### src/rtl/timer_device_if.sv
// Bridge-side register port of the timer: word address, write data, write
// enable, combinational read data and the interrupt request line.
interface timer_device_if;
    logic [31:2] Addr;
    logic [31:0] WData;
    logic        WE;
    logic [31:0] RData;
    logic        IRQ;

    // Bridge side drives the access, the timer returns data and interrupt.
    modport master (output Addr, WData, WE, input RData, IRQ);
    modport slave  (input Addr, WData, WE, output RData, IRQ);
endinterface

### src/rtl/timer_device.sv
// Programmable 32-bit down-counter with one-shot (mode 0) and auto-reload
// (mode 1) operation, register access through the bridge port and a
// maskable interrupt request.
//
// Bus protocol: there is no valid/ready pair. A write is accepted on every
// rising clk edge where WE=1 and lands in the register selected by
// Addr[3:2]. RData is a pure function of Addr[3:2] and the current register
// contents, so a read completes in the same cycle with no side effects.
module timer_device #(
    parameter logic [31:0] RESET_PRESET = 32'h0
) (
    input  logic             clk,
    input  logic             reset,
    timer_device_if.slave    bus,
    output logic [1:0]       dbg_state
);

    typedef enum logic [1:0] {
        IDLE = 2'd0,
        CNT  = 2'd1,
        INT  = 2'd2
    } state_t;

    localparam logic [1:0] SEL_CTRL   = 2'd0;
    localparam logic [1:0] SEL_PRESET = 2'd1;
    localparam logic [1:0] SEL_COUNT  = 2'd2;

    state_t      state, state_n;
    logic [3:0]  ctrl, ctrl_n;       // [0] EN, [2:1] MODE, [3] IM
    logic [31:0] preset, preset_n;
    logic [31:0] count, count_n;
    logic        irq_flag, irq_flag_n;

    logic        en;
    logic        periodic;
    logic        ctrl_wr;

    // Only Addr[3:2] selects a register; the rest of the word address is
    // already qualified by the bridge.
    logic        unused_addr;
    assign unused_addr = ^bus.Addr[31:4];

    assign en       = ctrl[0];
    assign periodic = (ctrl[2:1] == 2'b01);
    assign ctrl_wr  = bus.WE && (bus.Addr[3:2] == SEL_CTRL);

    // Register update: synchronous active-low reset, otherwise take next values.
    always_ff @(posedge clk) begin
        if (!reset) begin
            state    <= IDLE;
            ctrl     <= 4'h0;
            preset   <= RESET_PRESET;
            count    <= 32'h0;
            irq_flag <= 1'b0;
        end else begin
            state    <= state_n;
            ctrl     <= ctrl_n;
            preset   <= preset_n;
            count    <= count_n;
            irq_flag <= irq_flag_n;
        end
    end

    // Counter FSM and register writes; a CPU write overrides the FSM's own
    // updates of CTRL and irq_flag on the same edge.
    always_comb begin
        state_n    = state;
        ctrl_n     = ctrl;
        preset_n   = preset;
        count_n    = count;
        irq_flag_n = irq_flag;

        case (state)
            IDLE: begin
                if (en) begin
                    count_n = preset;
                    state_n = CNT;
                end
            end
            CNT: begin
                if (!en) begin
                    state_n = IDLE;
                end else if (count > 32'd1) begin
                    count_n = count - 32'd1;
                end else begin
                    // Terminal count; 0 and 1 both expire so COUNT never wraps.
                    count_n    = 32'h0;
                    irq_flag_n = 1'b1;
                    state_n    = INT;
                end
            end
            INT: begin
                if (periodic) begin
                    // Leave EN set so IDLE reloads on the next edge.
                    irq_flag_n = 1'b0;
                end else begin
                    ctrl_n[0] = 1'b0;
                end
                state_n = IDLE;
            end
            default: begin
                state_n = IDLE;
            end
        endcase

        if (ctrl_wr) begin
            ctrl_n = bus.WData[3:0];
            // A CTRL write acknowledges the interrupt, except a write that
            // flips IM: masking or unmasking leaves a pending flag in place.
            if (bus.WData[3] == ctrl[3]) begin
                irq_flag_n = 1'b0;
            end
        end
        if (bus.WE && (bus.Addr[3:2] == SEL_PRESET)) begin
            preset_n = bus.WData;
        end
    end

    // Read mux; COUNT is read-only and offset 3 reads as zero.
    always_comb begin
        bus.RData = 32'h0;
        case (bus.Addr[3:2])
            SEL_CTRL:   bus.RData = {28'h0, ctrl};
            SEL_PRESET: bus.RData = preset;
            SEL_COUNT:  bus.RData = count;
            default:    bus.RData = 32'h0;
        endcase
    end

    assign bus.IRQ   = ctrl[3] & irq_flag;
    assign dbg_state = state;

endmodule
### src/flat_wrapper.sv
// flat-port wrapper written by rule: the top's interface ports become plain ports
module timer_device_flat 
#(
    parameter logic [31:0] RESET_PRESET = 32'h0
)
  (clk, reset, dbg_state, bus_Addr, bus_WData, bus_WE, bus_RData, bus_IRQ);
  timer_device_if bus_i ();
  input  logic clk;
  input  logic reset;
  output logic [1:0] dbg_state;
  input wire logic [$bits(bus_i.Addr)-1:0] bus_Addr;
  input wire logic [$bits(bus_i.WData)-1:0] bus_WData;
  input wire logic [$bits(bus_i.WE)-1:0] bus_WE;
  output wire logic [$bits(bus_i.RData)-1:0] bus_RData;
  output wire logic [$bits(bus_i.IRQ)-1:0] bus_IRQ;
  assign bus_i.Addr = bus_Addr;
  assign bus_i.WData = bus_WData;
  assign bus_i.WE = bus_WE;
  assign bus_RData = bus_i.RData;
  assign bus_IRQ = bus_i.IRQ;
  timer_device #(.RESET_PRESET(RESET_PRESET)) u_core (.clk(clk), .reset(reset), .bus(bus_i), .dbg_state(dbg_state));
endmodule
### config.mk
export PLATFORM = sky130hd
export DESIGN_NAME = timer_device_flat
export DESIGN_NICKNAME = d
export VERILOG_FILES = /design/src/rtl/timer_device_if.sv /design/src/rtl/timer_device.sv /design/src/flat_wrapper.sv
export SDC_FILE = /design/constraint.sdc
export NUM_CORES = 1
export LEC_CHECK = 0
export ABC_CLOCK_PERIOD_IN_PS = 3200
export CAP_MARGIN = 20
export CORE_ASPECT_RATIO = 0.6
export CORE_UTILIZATION = 25
export DETAILED_ROUTE_END_ITERATION = 10
export PLACE_DENSITY_LB_ADDON = 0.08
export SLEW_MARGIN = 25
export SYNTH_ARGS = -nofsm -noshare
export SYNTH_HDL_FRONTEND = slang
export SYNTH_SLANG_ARGS = --single-unit
### constraint.sdc
create_clock -name clk -period 3.2 [get_ports clk]
set_input_delay 0.64 -clock clk [delete_from_list [all_inputs] [get_ports clk]]
set_output_delay 0.64 -clock clk [all_outputs]
set_load 0.005 [all_outputs]
==> qor.yml, run 1 <==
status:
  status: "finished with violations"
  violations: "design-rule violations"
timing:
  fin_ws_ps: 121
  slew_violations: 0
  rsz0062_at_grt: "false"
  fin_crit_ps: 3080
  max_freq_mhz: 325
  finalSetupTns_ps: 0
  finalCritPeriodShare: 0.962
  worst_pin_slew_ps: 707
  slew_headroom: 0.529
  skew_ps: 6.72
  setup_viol: 0
  holdWs_ps: 471
  hold_viol: 0
final_layout:
  antennaDiodeCount: 0
  final_cell_mix: "nand2_1, clkdlybuf4s50_1, dfxtp_1"
  fill_cells: 1593
  final_common_cell: "nand2_1"
  final_area_sq_mm: 0.00536
  area_delta_synth_final_pct: 33.2
  fin_util: 0.345
  drive_above_1_share: 0.0885
  final_cells: 802
  nets: 665
  seq_area_sq_mm: 0.00142
  multi_input_area_sq_mm: 0.00237
clock_tree:
  root_buffer: "clkbuf_16"
  cts_buffers: 9
  clk_pin_slew_ps: 60
  post_cts_buffers: 0
  cts_tree: "yes"
  cts.sinks: 71
  cts_buffer_depth: 2
  insertion_delay_ps: 340
  cts_max_level: 3
  ctsHoldBuffers: 0
  cts_resized: 0
yosys:
  syn-instance-count: 530
  synth_area_per_cell_sq_um: 7.59
  ys_seq_area_frac: 0.354
  syn_nets: 600
  synthMuxAreaShare: 0.0174
  synth-simple-area-share: 0.266
  synth_edf_count: 0
  synth_top_family_by_area: "compound AO/OA/AOI/OAI gates"
  netlist_area_sq_mm: 0.00402
  synth.yosys.warnings: 0
  synth-xor-area-share: 0.00218
  synth_cell_types: 53
  synth_compound_area_frac: 0.286
  ys_seq_elements: 71
  synth_flop_cell: "dfxtp_1"
  async_flop_share: 0
  synth-adder-area-share: 0.0156
route:
  drt-pass1-iter-count: 7
  ant_nets: 0
  drc: 2
  drt-total-wl_um: 15800
  wl_per_cell_um: 19.7
  routed_via_density: 5.35
  via_count: 4292
  drtIter0Drc: 346
floorplan:
  rows: 35
  die_x_um: 166
  die_area_sq_mm: 0.0166
  core_sq_mm: 0.0155
  die_h_um: 100
  initial_core_util: 0.259
  io_pins: 100
global_routing:
  grt_max_degree: 43
  grt.total_usage: 0.195
  grt-ovfl-total: 0
  antenna_found_initial: 0
  grt_pass1_wl_um: 24400
  grt_pass1_vias: 3976
power_and_ir_drop:
  seqPwrFrac: 0.403
  leakagePower_nw: 1.99
  p_int_mw: 1.65
  powerDensity_mw_per_mm2: 431
  p_comb_frac: 0.150
  swShare: 0.284
  p_sw_uw: 655
  ir_drop_uv: 220
  pwr-share-clk: 0.447
  totalPowerFinal_mw: 2.31
worst_setup_path:
  regToRegSetupSlack_ps: 410
  critPathArrivalTime_ps: 2440
  end_kind: "output port"
  crit_required_ps: 2560
  cp_max_fo: 28
  critPathKind: "input port to output port"
  start_kind: "input port"
min_path:
  hp-class: "flip-flop to flip-flop"
placed_design:
  routabilityCongestion: 0.810
  dp_slack_ps: 138
  postPlaceCellArea_sq_mm: 0.00506
  port_buffers: 71
  dp.cells: 787
  hpwl_um: 11100
job:
  cap_violations: 0
[per-layer routing]
metal	vias up	wire, um	GRT usage
met5	-	0	0
met3	22	1260	0.0363
met4	0	212	0.0532
met1	2012	8790	0.327
met2	175	5500	0.235
li1	2083	-	-
[flip-flops by register name, indices dropped and copies added, names as in the netlist]
register and cells:
u_core.count 32, u_core.ctrl 4, u_core.dbg_state 2, u_core.irq_flag 1, u_core.preset 32
[cell usage after synthesis, types with 2 or more instances]
master     number  area [sq um]
a22o_1         28           245
and3_1         19           119
or3_1           6          37.5
a21oi_1        62           310
o21a_1          6          45.0
a32o_1          5          50.1
nand4_1         7          43.8
o21ai_0        18          90.1
a22oi_1         2          15.0
nand3_1        19          95.1
nor3b_1         4          30.0
and2_1          4          25.0
or4_1           8          60.1
ha_1            5          62.6
clkbuf_1       41           154
o32ai_1         3          26.3
nor2_1         24          90.1
buf_6           2          22.5
nor3_1         13          65.1
dfxtp_1        71          1420
o2111ai_1       2          17.5
mux2i_1         7          70.1
a31oi_1        19           119
nor2b_1         4          25.0
o211ai_1        2          15.0
buf_2           3          15.0
o311ai_0        6          52.6
inv_1          11          41.3
nand2b_1        3          18.8
nand3b_1        4          30.0
nor4_1          8          50.1
o31a_1          4          35.0
nand2_1        90           338
[power groups by stage]
stage	Clock (mW)	Combinational, mW	Sequential, mW
after floorplan	0	0.190	0.935
after detailed placement	0	0.344	0.949
after global placement	0	0.343	0.949
after CTS	1.05	0.346	0.929
final	1.03	0.347	0.930
after global routing	1.09	0.379	0.932
[area by class of cell]
cell class / count / area share
clock buffer: 9 / 0.0420
tap: 203 / 0.0474
clock inverter: 6 / 0.0131
multi-input combinational: 401 / 0.443
inverter: 11 / 0.00771
sequential: 71 / 0.265
timing repair buffer: 101 / 0.182
[final timing paths]
path | from | endpoint | cells after the start
min reg2reg | u_core.preset[5] | u_core.preset[5] | 2
max | bus_Addr[1] | bus_RData[24] | 5
max reg2reg | u_core.count[15] | u_core.count[27] | 6
min | u_core.preset[5] | u_core.preset[5] | 2
[cell families (layout without fill, tap and decap cells)]
kind of cell,after synthesis,after routing
xor gates and xnor gates,1,1
DFF,71,71
AOI/OAI and AO/OA,171,171
muxes,7,7
adders and majority gates,5,5
buffers and inverters,58,127
and+or+nand+nor,217,217
[worst max-delay path, cell delays in order]
cell             delay (ps)
clkdlybuf4s50_1         590
nor2b_2                 240
buf_12                  220
a22o_1                  220
clkdlybuf4s50_1         510
Power figures use the tool's default switching activity.
==> run 2, diff against run 1 <==
- ABC_CLOCK_PERIOD_IN_PS: 3200 -> 3650
- clock period: 3.2 -> 3.65 ns (I/O delays scaled with it)
==> run 2 against run 1 <==
Compared with the run above: the run still ends with design-rule violations left; clock power shrank 11%; sequential power shrank 12%; clock skew increased by 1.4 ps; routed wire length up 0.70%; global-route usage up 0.21 points; largest power group unchanged.
==> qor.yml, run 2 (synthesized netlist as in run 1, its figures left out) <==
final_layout:
  largestRegisters: "u_core.count x32, u_core.preset x32, u_core.ctrl x4"
  fin_util: 0.341  # -0.00370
  seq_area_sq_mm: 0.00142  # unchanged
  drive_above_1_share: 0.0794  # -0.00909
  nets: 658  # -1.1%
  final_cell_mix: "nand2_1, clkdlybuf4s50_1, dfxtp_1"
  fill_cells: 1644  # +3.2%
  multi_input_area_sq_mm: 0.00237  # about the same
  final_common_cell: "nand2_1"
  area_delta_synth_final_pct: 31.8
worst_setup_path:
  critPathBufInv: 3  # unchanged
  cp_max_fo: 28  # unchanged
  crit_required_ps: 2920  # +360 ps
  critPathKind: "input port to output port"
  reg2regPathDepth: 6  # unchanged
  cp_num_cells: 5  # unchanged
  r2r-end: "u_core.count[22]"
  critPathMostFrequentCell: "clkdlybuf4s50_1"
  start_kind: "input port"
  regToRegSetupSlack_ps: 750  # +340 ps
  cpPeakStageDelay_ps: 610  # +20 ps
  cp_top_family: "buffers and inverters"
  timing.rr.start: "u_core.count[23]"
  end_kind: "output port"
  critPathCapture: "bus_RData[9]"
  slowest_stage: "clkdlybuf4s50_1"
  critPathArrivalTime_ps: 2540  # +100 ps
  critical_path.cell_chain: "clkdlybuf4s50_1 -> nor2b_2 -> buf_12 -> a22o_1 -> clkdlybuf4s50_1"
  startpoint: "bus_Addr[1]"
placed_design:
  port_buffers: 71  # unchanged
  routabilityCongestion: 0.812  # +0.33%
  hpwl_um: 11000  # -0.53%
  dp_slack_ps: 363  # +225 ps
timing:
  slew_headroom: 0.515  # -0.0143
  max_freq_mhz: 306
  finalCritPeriodShare: 0.896
  rsz0062_at_grt: "false"
  fin_crit_ps: 3270
  slew_violations: 0  # unchanged
  setup_viol: 0  # unchanged
  skew_ps: 8.16  # +1.44 ps
  fin_ws_ps: 381  # +260 ps
  hold_viol: 0  # unchanged
  worst_pin_slew_ps: 727  # +20.7 ps
  finalSetupTns_ps: 0  # unchanged
floorplan:
  initial_core_util: 0.259  # unchanged
  die_h_um: 100  # unchanged
  core_sq_mm: 0.0155  # unchanged
  die_area_sq_mm: 0.0166  # unchanged
  die_x_um: 166  # unchanged
  rows: 35  # unchanged
  io_pins: 100  # unchanged
route:
  ant_nets: 0  # unchanged
  wl_per_cell_um: 19.9  # +1.3%
  drc: 4  # +2
  via_count: 4279  # -0.30%
  drtIter0Drc: 393  # +14%
  drt-pass1-iter-count: 7  # unchanged
  drt-total-wl_um: 15900  # +0.70%
  routed_via_density: 5.37  # +0.32%
clock_tree:
  cts_resized: 0  # unchanged
  cts.sinks: 71  # unchanged
  insertion_delay_ps: 340  # about the same
  cts_max_level: 3  # unchanged
  cts_buffers: 9  # unchanged
  cts_buffer_depth: 2  # unchanged
  ctsHoldBuffers: 0  # unchanged
  root_buffer: "clkbuf_16"
  clk_pin_slew_ps: 60  # about the same
  cts_tree: "yes"
  post_cts_buffers: 0  # unchanged
global_routing:
  grt_pass1_vias: 4051  # +1.9%
  antenna_found_initial: 0  # unchanged
  grt_pass1_wl_um: 24800  # +1.4%
  grt.total_usage: 0.198  # +0.00210
  grt-ovfl-total: 0  # unchanged
  grt_max_degree: 52  # +21%
power_and_ir_drop:
  leakagePower_nw: 1.95  # -2.0%
  powerDensity_mw_per_mm2: 384  # -11%
  ir_drop_uv: 172  # -22%
status:
  violations: "design-rule violations"
  status: "finished with violations"
job:
  cap_violations: 0  # unchanged
min_path:
  hp-class: "flip-flop to flip-flop"
==> run 2: cell count changes in the layout (fill, tap and decap cells not counted) <==
cell and change:
buf_4 -6, clkinv_4 +2, diode_2 +2, buf_12 -1, clkinvlp_4 -1, inv_6 -1
o31a_1 -1, o31a_2 +1
==> run 2: worst min-delay path: cells and delay by family, from the launching register on <==
kind | cells | cell delay, ps
flops | 1 | 320
compound gates | 1 | 50
simple gates | 1 | 50
==> run 2: routing by layer <==
metal | global-route usage | part of all wire | vias to the layer above
met5 | 0 | 0 | -
met4 | 0.0424 | 0.0089 | 0
met3 | 0.0489 | 0.071 | 13
met2 | 0.253 | 0.36 | 135
met1 | 0.316 | 0.56 | 2045
li1 | - | - | 2086
==> run 2: per-stage QoR <==
stage / total power [mW] / hold slack (ps) / area, sq um / std cells
CTS: 2.04 / 474 / 5290 / 795
global placement: 1.13 / 461 / 5000 / 780
finish: 2.03 / 472 / 5300 / 797
detailed placement: 1.13 / 466 / 5000 / 780
global route: 2.11 / 495 / 5290 / 795
floorplan: 0.986 / 444 / 4020 / 530
==> run 2: cell type report <==
type                       instances  share of cell area
timing repair buffer              94               0.171
antenna                            2            0.000945
clock inverter                     6              0.0135
clock buffer                       9              0.0425
inverter                          11             0.00779
multi-input combinational        401               0.448
sequential                        71               0.268
tap                              203              0.0479
==> run 2: worst min-delay path by stage <==
stage                            startpoint           endpoint  depth (start not counted)
after floorplan           u_core.preset[23]  u_core.preset[23]                          2
after CTS                  u_core.preset[7]   u_core.preset[7]                          2
final                      u_core.preset[6]   u_core.preset[6]                          2
after global placement    u_core.preset[24]  u_core.preset[24]                          2
after global routing      u_core.preset[12]  u_core.preset[12]                          2
after detailed placement   u_core.preset[7]   u_core.preset[7]                          2
==> run 2: power breakdown <==
group	switching, mW	internal [mW]
clock network	0.384	0.531
registers	0.0248	0.792
logic	0.177	0.123
